<file path="src/rtl/adder_bist.sv">
// rtl/adder_bist.sv - exhaustive built-in self-test sequencer for a WIDTH-bit adder
// Optional first-failure log enabled by defining ADDER_BIST_ERRLOG_EN.
module adder_bist #(
  parameter int WIDTH  = 4,
  parameter int SETTLE = 1
) (
  input  logic             clk,
  input  logic             rst,
  input  logic             start,
  input  logic             abort,
  output logic [WIDTH-1:0] dut_a,
  output logic [WIDTH-1:0] dut_b,
  output logic             dut_cin,
  input  logic [WIDTH-1:0] dut_sum,
  input  logic             dut_cout,
  output logic             busy,
  output logic             done,
  output logic             pass,
  output logic [15:0]      err_count
`ifdef ADDER_BIST_ERRLOG_EN
  ,
  output logic [2*WIDTH:0] first_fail_vec,
  output logic             first_fail_valid
`endif
);

  localparam int VW = 2*WIDTH + 1;
  localparam int CW = $clog2(SETTLE + 1);

  typedef enum logic [1:0] {S_IDLE, S_SETTLE, S_CHECK, S_DONE} state_t;

  state_t          r_state;
  logic [VW-1:0]   r_vec;
  logic [CW-1:0]   r_settle_cnt;
  logic            r_busy;
  logic            r_done;
  logic            r_pass;
  logic [15:0]     r_err_count;
  logic [WIDTH:0]  w_expect;
  logic            w_mismatch;
`ifdef ADDER_BIST_ERRLOG_EN
  logic [VW-1:0]   r_ffv;
  logic            r_ffv_valid;
  assign first_fail_vec   = r_ffv;
  assign first_fail_valid = r_ffv_valid;
`endif

  // The vector register is the operand bus; it is zero whenever the test is idle.
  assign {dut_a, dut_b, dut_cin} = r_vec;
  assign busy      = r_busy;
  assign done      = r_done;
  assign pass      = r_pass;
  assign err_count = r_err_count;

  assign w_expect   = {1'b0, dut_a} + {1'b0, dut_b} + {{WIDTH{1'b0}}, dut_cin};
  assign w_mismatch = ({dut_cout, dut_sum} != w_expect);

  always_ff @(posedge clk or posedge rst) begin
    if (rst) begin
      r_state      <= S_IDLE;
      r_vec        <= '0;
      r_settle_cnt <= '0;
      r_busy       <= 1'b0;
      r_done       <= 1'b0;
      r_pass       <= 1'b0;
      r_err_count  <= '0;
`ifdef ADDER_BIST_ERRLOG_EN
      r_ffv        <= '0;
      r_ffv_valid  <= 1'b0;
`endif
    end else begin
      r_done <= 1'b0;
      case (r_state)
        S_IDLE: begin
          if (start) begin
            r_state      <= S_SETTLE;
            r_vec        <= '1;
            r_settle_cnt <= '0;
            r_busy       <= 1'b1;
            r_pass       <= 1'b0;
            r_err_count  <= '0;
`ifdef ADDER_BIST_ERRLOG_EN
            r_ffv        <= '0;
            r_ffv_valid  <= 1'b0;
`endif
          end
        end
        S_SETTLE: begin
          if (abort) begin
            r_state      <= S_IDLE;
            r_vec        <= '0;
            r_settle_cnt <= '0;
            r_busy       <= 1'b0;
            r_pass       <= 1'b0;
          end else if (r_settle_cnt == CW'(SETTLE - 1)) begin
            r_state      <= S_CHECK;
            r_settle_cnt <= '0;
          end else begin
            r_settle_cnt <= r_settle_cnt + 1'b1;
          end
        end
        S_CHECK: begin
          // Abort takes priority: the vector under check is not scored.
          if (abort) begin
            r_state <= S_IDLE;
            r_vec   <= '0;
            r_busy  <= 1'b0;
            r_pass  <= 1'b0;
          end else begin
            if (w_mismatch && (r_err_count != 16'hFFFF))
              r_err_count <= r_err_count + 1'b1;
`ifdef ADDER_BIST_ERRLOG_EN
            if (w_mismatch && !r_ffv_valid) begin
              r_ffv       <= r_vec;
              r_ffv_valid <= 1'b1;
            end
`endif
            if (r_vec == '0) begin
              r_state <= S_DONE;
            end else begin
              r_vec   <= r_vec - 1'b1;
              r_state <= S_SETTLE;
            end
          end
        end
        S_DONE: begin
          r_done  <= 1'b1;
          r_busy  <= 1'b0;
          r_pass  <= (r_err_count == 16'd0);
          r_state <= S_IDLE;
        end
        default: r_state <= S_IDLE;
      endcase
    end
  end

endmodule

</file>
<file path="config.mk">
export PLATFORM = sky130hd
export DESIGN_NAME = adder_bist
export DESIGN_NICKNAME = d
export VERILOG_FILES = /design/src/rtl/adder_bist.sv
export SDC_FILE = /design/constraint.sdc
export NUM_CORES = 1
export LEC_CHECK = 0
export ABC_AREA = 1
export CAP_MARGIN = 30
export CORE_AREA = 2 2 83 85
export CTS_BUF_LIST = sky130_fd_sc_hd__clkbuf_2 sky130_fd_sc_hd__clkbuf_4 sky130_fd_sc_hd__clkbuf_8
export CTS_CLUSTER_DIAMETER = 30
export DETAILED_ROUTE_END_ITERATION = 16
export DIE_AREA = 0 0 85 87
export DONT_BUFFER_PORTS = 1
export GPL_ROUTABILITY_DRIVEN = 0
export GPL_TIMING_DRIVEN = 1
export SLEW_MARGIN = 40
export SYNTH_ARGS = -nofsm -noshare
export SYNTH_HDL_FRONTEND = slang
export SYNTH_SLANG_ARGS = --single-unit
</file>
<file path="constraint.sdc">
create_clock -name clk -period 3.5 [get_ports clk]
set_input_delay 1.05 -clock clk [delete_from_list [all_inputs] [get_ports clk]]
set_output_delay 1.05 -clock clk [all_outputs]
set_load 0.1 [all_outputs]
</file>
# Word level (Yosys, flattened, before mapping)
# Cells that the tools add are included.
# Widths: inputs -> output; s select.
# op_classes
n_addsub,5
eq_ne,12
muxes,24
reduce_logical,13
# op_table
op,n
$mux 16,3
$mux 9,4
$pmux 16 s2,1
$pmux 9 s3,1
$add 16x1->16 const B,1
$logic_not 16->1,1
$ne 16x16->1 const B,1
$mux 2,5
$logic_not 9->1,1
$sub 9x1->9 const B,1
$ne 2x2->1 const B,4
$pmux 2 s4,1
$reduce_and 4->1,2
$mux 1,6
$ne 3x3->1 const B,2
$pmux 1 s3,2
$reduce_and 2->1,3
$add 4x4->5,1
$add 5x1->5,1
$ne 5x5->1,1
$eq 2x2->1 const B,2
$reduce_bool 2->1,2
$reduce_bool 3->1,1
$eq 2x1->1 const B,1
6 further kinds,6
# word_totals
regBits,31
input_bits,9
out_inout_bits,28
wordCells,61

# Depth between registers and ports, before layout
# logic_depth
depth_word,7
depth_mapped,15
depth_no_buf,14

# Worst setup path after synthesis
# Ideal clock, no wire load.
# synth_timing
kind,register -> register
from,reg r_vec[5]
to,reg r_err_count[0] (netlist: err_count[0])
setup_time_ns,0.123
t_arrival_ns,2.705
required_ns,3.377
setup_slack_ns,0.672
path_stages_with_launch,15
path_buffers,1
period_less_slack_ns,2.828
path_cell_list,dfrtp_1 > fa_1 > fa_1 > inv_1 > nand2_1 > nand2_1 > nor2_1 > nand3_1 > nor2_1 > nand2_1 > nand2_2 > nand2_4 > buf_2 > nand3_1 > nand2_1
# synth_between
elab_chain_cells,6
# synth_rtl
element,line_no,rtl
"start, declared",33,logic [VW-1:0] r_vec;
"start signal, assigned",121,r_vec <= r_vec - 1'b1;
$add 4x4->5,55,"assign w_expect = {1'b0, dut_a} + {1'b0, dut_b} + {{WIDTH{1'b0}}, dut_cin};"
$add 5x1->5,55,
$ne 5x5->1,56,"assign w_mismatch = ({dut_cout, dut_sum} != w_expect);"
$logic_and 1x1->1,110,if (w_mismatch && (r_err_count != 16'hFFFF))
$ne 2x2->1 (no source line),n/a,
$reduce_and 4->1 (no source line),n/a,
"end signal, assigned",111,r_err_count <= r_err_count + 1'b1;
"end, declared",38,logic [15:0] r_err_count;
# Every way passes these cells.
# A chain may end at the register's enable or synchronous reset.

# Worst setup path in the final report
# layout_timing
from,reg r_vec[5]
to,reg r_err_count[11] (netlist: err_count[11])
# Same word-level chain as after synthesis.

==> flow_metrics.env <==
export IMPL_dr_pass1_iters=4
export IMPL_antennaDiodeCount=0
export IMPL_dp_slack_ns=1.04
export IMPL_final_antenna_net_count=0
export IMPL_dp_hpwl_mm=3.98
export IMPL_yosys_area_top_type="dfrtp_1"
export IMPL_synth_top_cell_area_share=0.337
export IMPL_final_area_um2=2570
export IMPL_coreArea_um2=6570
export IMPL_clockPowerShare=0.127
export IMPL_clk_latency_ns=0.28
export IMPL_num_fill_cells=704
export IMPL_max_vdd_ir_drop_v=0.000906
export IMPL_synth_nets=353
export IMPL_synthesis_area_um2=2230
export IMPL_internal_power_mw=0.979
export IMPL_post_place_cells=429
export IMPL_fin_ws_ns=1.05
export IMPL_power_frac_seq=0.258
export IMPL_rows=30
export IMPL_cts_repair_resized=0
export IMPL_syn_inst=330
export IMPL_drv_slew=0
export IMPL_worstMarginPinSlew_ns=0.876
export IMPL_grt_pass1_vias=1949
export IMPL_cts_root_buf="clkbuf_8"
export IMPL_die_x_um=85
export IMPL_finalCriticalPeriod_ns=2.45
export IMPL_crit_family="adder cells"
export IMPL_grtUsageTotal=0.157
export IMPL_total_power_mw=2.38
export IMPL_avgViaCountPerCell=4.81
export IMPL_swShare=0.588
export IMPL_die_y_um=87
export IMPL_drtIter0Drc=113
export IMPL_worstSetupPathType="reg -> reg"
export IMPL_synth_edff_count=0
export IMPL_arrival_ns=2.67
export IMPL_grt_max_degree=31
export IMPL_leakage_nw=1.29
export IMPL_cap_violations=0
export IMPL_power_density_nw_per_um2=924
export IMPL_crit_path_frequent_cell="nand2_1"
export IMPL_vias=2103
export IMPL_path_cells="fa_1 -> fa_1 -> inv_1 -> nand2_1 -> nand2_1 -> nor2_1 -> nand3_1 -> nor2_1 -> nand2_1 -> nand2_2 -> nand2_4 -> nand2_4 -> nand2_1 -> nand2_1"
export IMPL_fin_nets=379
export IMPL_slowest_stage="fa_1"
export IMPL_rsz0062_at_grt="no"
export IMPL_hold_buffers=0
export IMPL_synth_area_per_cell_um2=6.75
export IMPL_die_area_um2=7400
export IMPL_fmax_mhz=407
export IMPL_yosys_register_bits=30
export IMPL_switching_power_mw=1.40
export IMPL_hold_viol=0
export IMPL_io_buffers=0
export IMPL_wirelength_mm=5.48
export IMPL_yosys_warnings=0
export IMPL_yosysMostFrequentCell="nand2_1"
export IMPL_hold_path_class="reg -> reg"
export IMPL_fin_setup_tns_ns=0
export IMPL_grt_overflow=0
export IMPL_grt_antenna_before_repair=0
export IMPL_synthArstFlopShare=1.00
export IMPL_cp_start_kind="register"
export IMPL_setup_viol=0
export IMPL_multi_input_area_um2=1260
export IMPL_worst_endpoint_required_ns=3.71
export IMPL_post_cts_setup_buffers=0
export IMPL_cts_sinks=30
export IMPL_area_delta_synth_final_pct=15.6
export IMPL_skew_ns=0.00646
export IMPL_ys_types=28
export IMPL_power_frac_comb=0.614
export IMPL_outcome="complete, no violations"
export IMPL_synth_top_flop_cell="dfrtp_1"
export IMPL_cts_max_level=2
export IMPL_finalCritPeriodShare=0.701
export IMPL_slowest_delay_ns=0.52
export IMPL_ios=37
export IMPL_relSlewSlack=0.416
export IMPL_start_util=0.339
export IMPL_cts_tree="built"
export IMPL_place_area_um2=2480
export IMPL_clkTransAtPathRegs_ns=0.07
export IMPL_numCtsBuffers=5
export IMPL_drive_above_1_share=0.137
export IMPL_final_cells=437
export IMPL_regArea_um2=759
export IMPL_synth_common_cells="nand2_1 (89), inv_1 (47), nor2_1 (46)"
export IMPL_cp_end_kind="register"
export IMPL_synth_area_leaders="dfrtp_1 (34%), nand2_1 (15%), inv_1 (7.9%)"
export IMPL_worst_path_max_fanout=17
export IMPL_drc=0
export IMPL_synth_yosys_seq_area_share=0.337
export IMPL_wl_per_cell_um=12.5
export IMPL_clockBufferDepth=2
export IMPL_critical_path_buf_inv_count=1
export IMPL_grt_pass1_wl_mm=9.25
==> registers in the layout, summed over array words and instances (netlist names) <==
| name | cells |
|---|---|
| err_count | 16 |
| r_state | 2 |
| r_vec | 9 |
| busy | 1 |
| pass | 1 |
| done | 1 |
==> kinds of logic (layout without fill, tap and decap cells) <==
logic type	count (synthesis)	after routing	synth area share
simple gates	184	184	0.358
compound gates	46	46	0.113
xor+xnor	2	2	0.00786
flops	30	30	0.337
buf+inv	54	81	0.0994
fa+ha+maj	14	14	0.0853
==> final cells by class <==
class | count | area share
flip-flops and latches | 30 | 0.295
well taps | 80 | 0.0389
clock inverters | 1 | 0.00194
multi-input cells | 246 | 0.488
repair buffers | 24 | 0.0700
clock buffers | 7 | 0.0350
inverters | 49 | 0.0714
==> worst min-delay path: stages (launching register included) <==
cell	delay, ns
dfrtp_1	0.41
nand2_1	0.07
nand2_1	0.05
==> routing by layer <==
metal | global-route usage | vias up | wire (um)
li1 | - | 1101 | -
met1 | 0.200 | 935 | 2490
met2 | 0.253 | 60 | 2460
met3 | 0.0521 | 7 | 435
met4 | 0.0462 | 0 | 88
met5 | 0 | - | 0
==> path summary, 6_finish.rpt <==
kind,from,to,slack [ns],cells after the start
setup / recovery,r_vec[5],err_count[11],1.05,14
min in group asynchronous,rst,err_count[7],0.75,2
hold reg to reg,err_count[8],err_count[8],0.55,2
max in group asynchronous,rst,err_count[13],2.43,2
hold / removal,err_count[8],err_count[8],0.55,2
setup reg to reg,r_vec[5],err_count[11],1.05,14
==> metrics by stage <==
| step | hold slack (ns) | util |
|---|---|---|
| floorplan | 0.546 | - |
| global placement | 0.545 | 0.376 |
| detailed placement | 0.542 | 0.378 |
| CTS | 0.559 | 0.392 |
| global route | 0.636 | 0.392 |
| finish | 0.554 | 0.392 |
==> power by group through the flow <==
stage	combinational (mW)	sequential, mW	clock [mW]
floorplan	0.770	1.04	0
global placement	1.44	0.619	0
detailed placement	1.47	0.625	0
CTS	1.47	0.618	0.316
global route	1.63	0.634	0.330
finish	1.46	0.615	0.303
==> cells in the final DEF (no fill, tap or decap), drive strengths merged <==
cell type,instances
ha,12
o21ai,21
nand3,32
nand2,93
nor4,2
a32o,1
nor3,3
and2,1
fa,2
o31ai,1
clkbuf,7
o22ai,2
buf,24
inv,49
nor2,48
clkinv,1
xor2,2
nand3b,1
dfrtp,30
nand4,4
a21oi,21
Note: power is estimated with default switching activity, not from simulation.
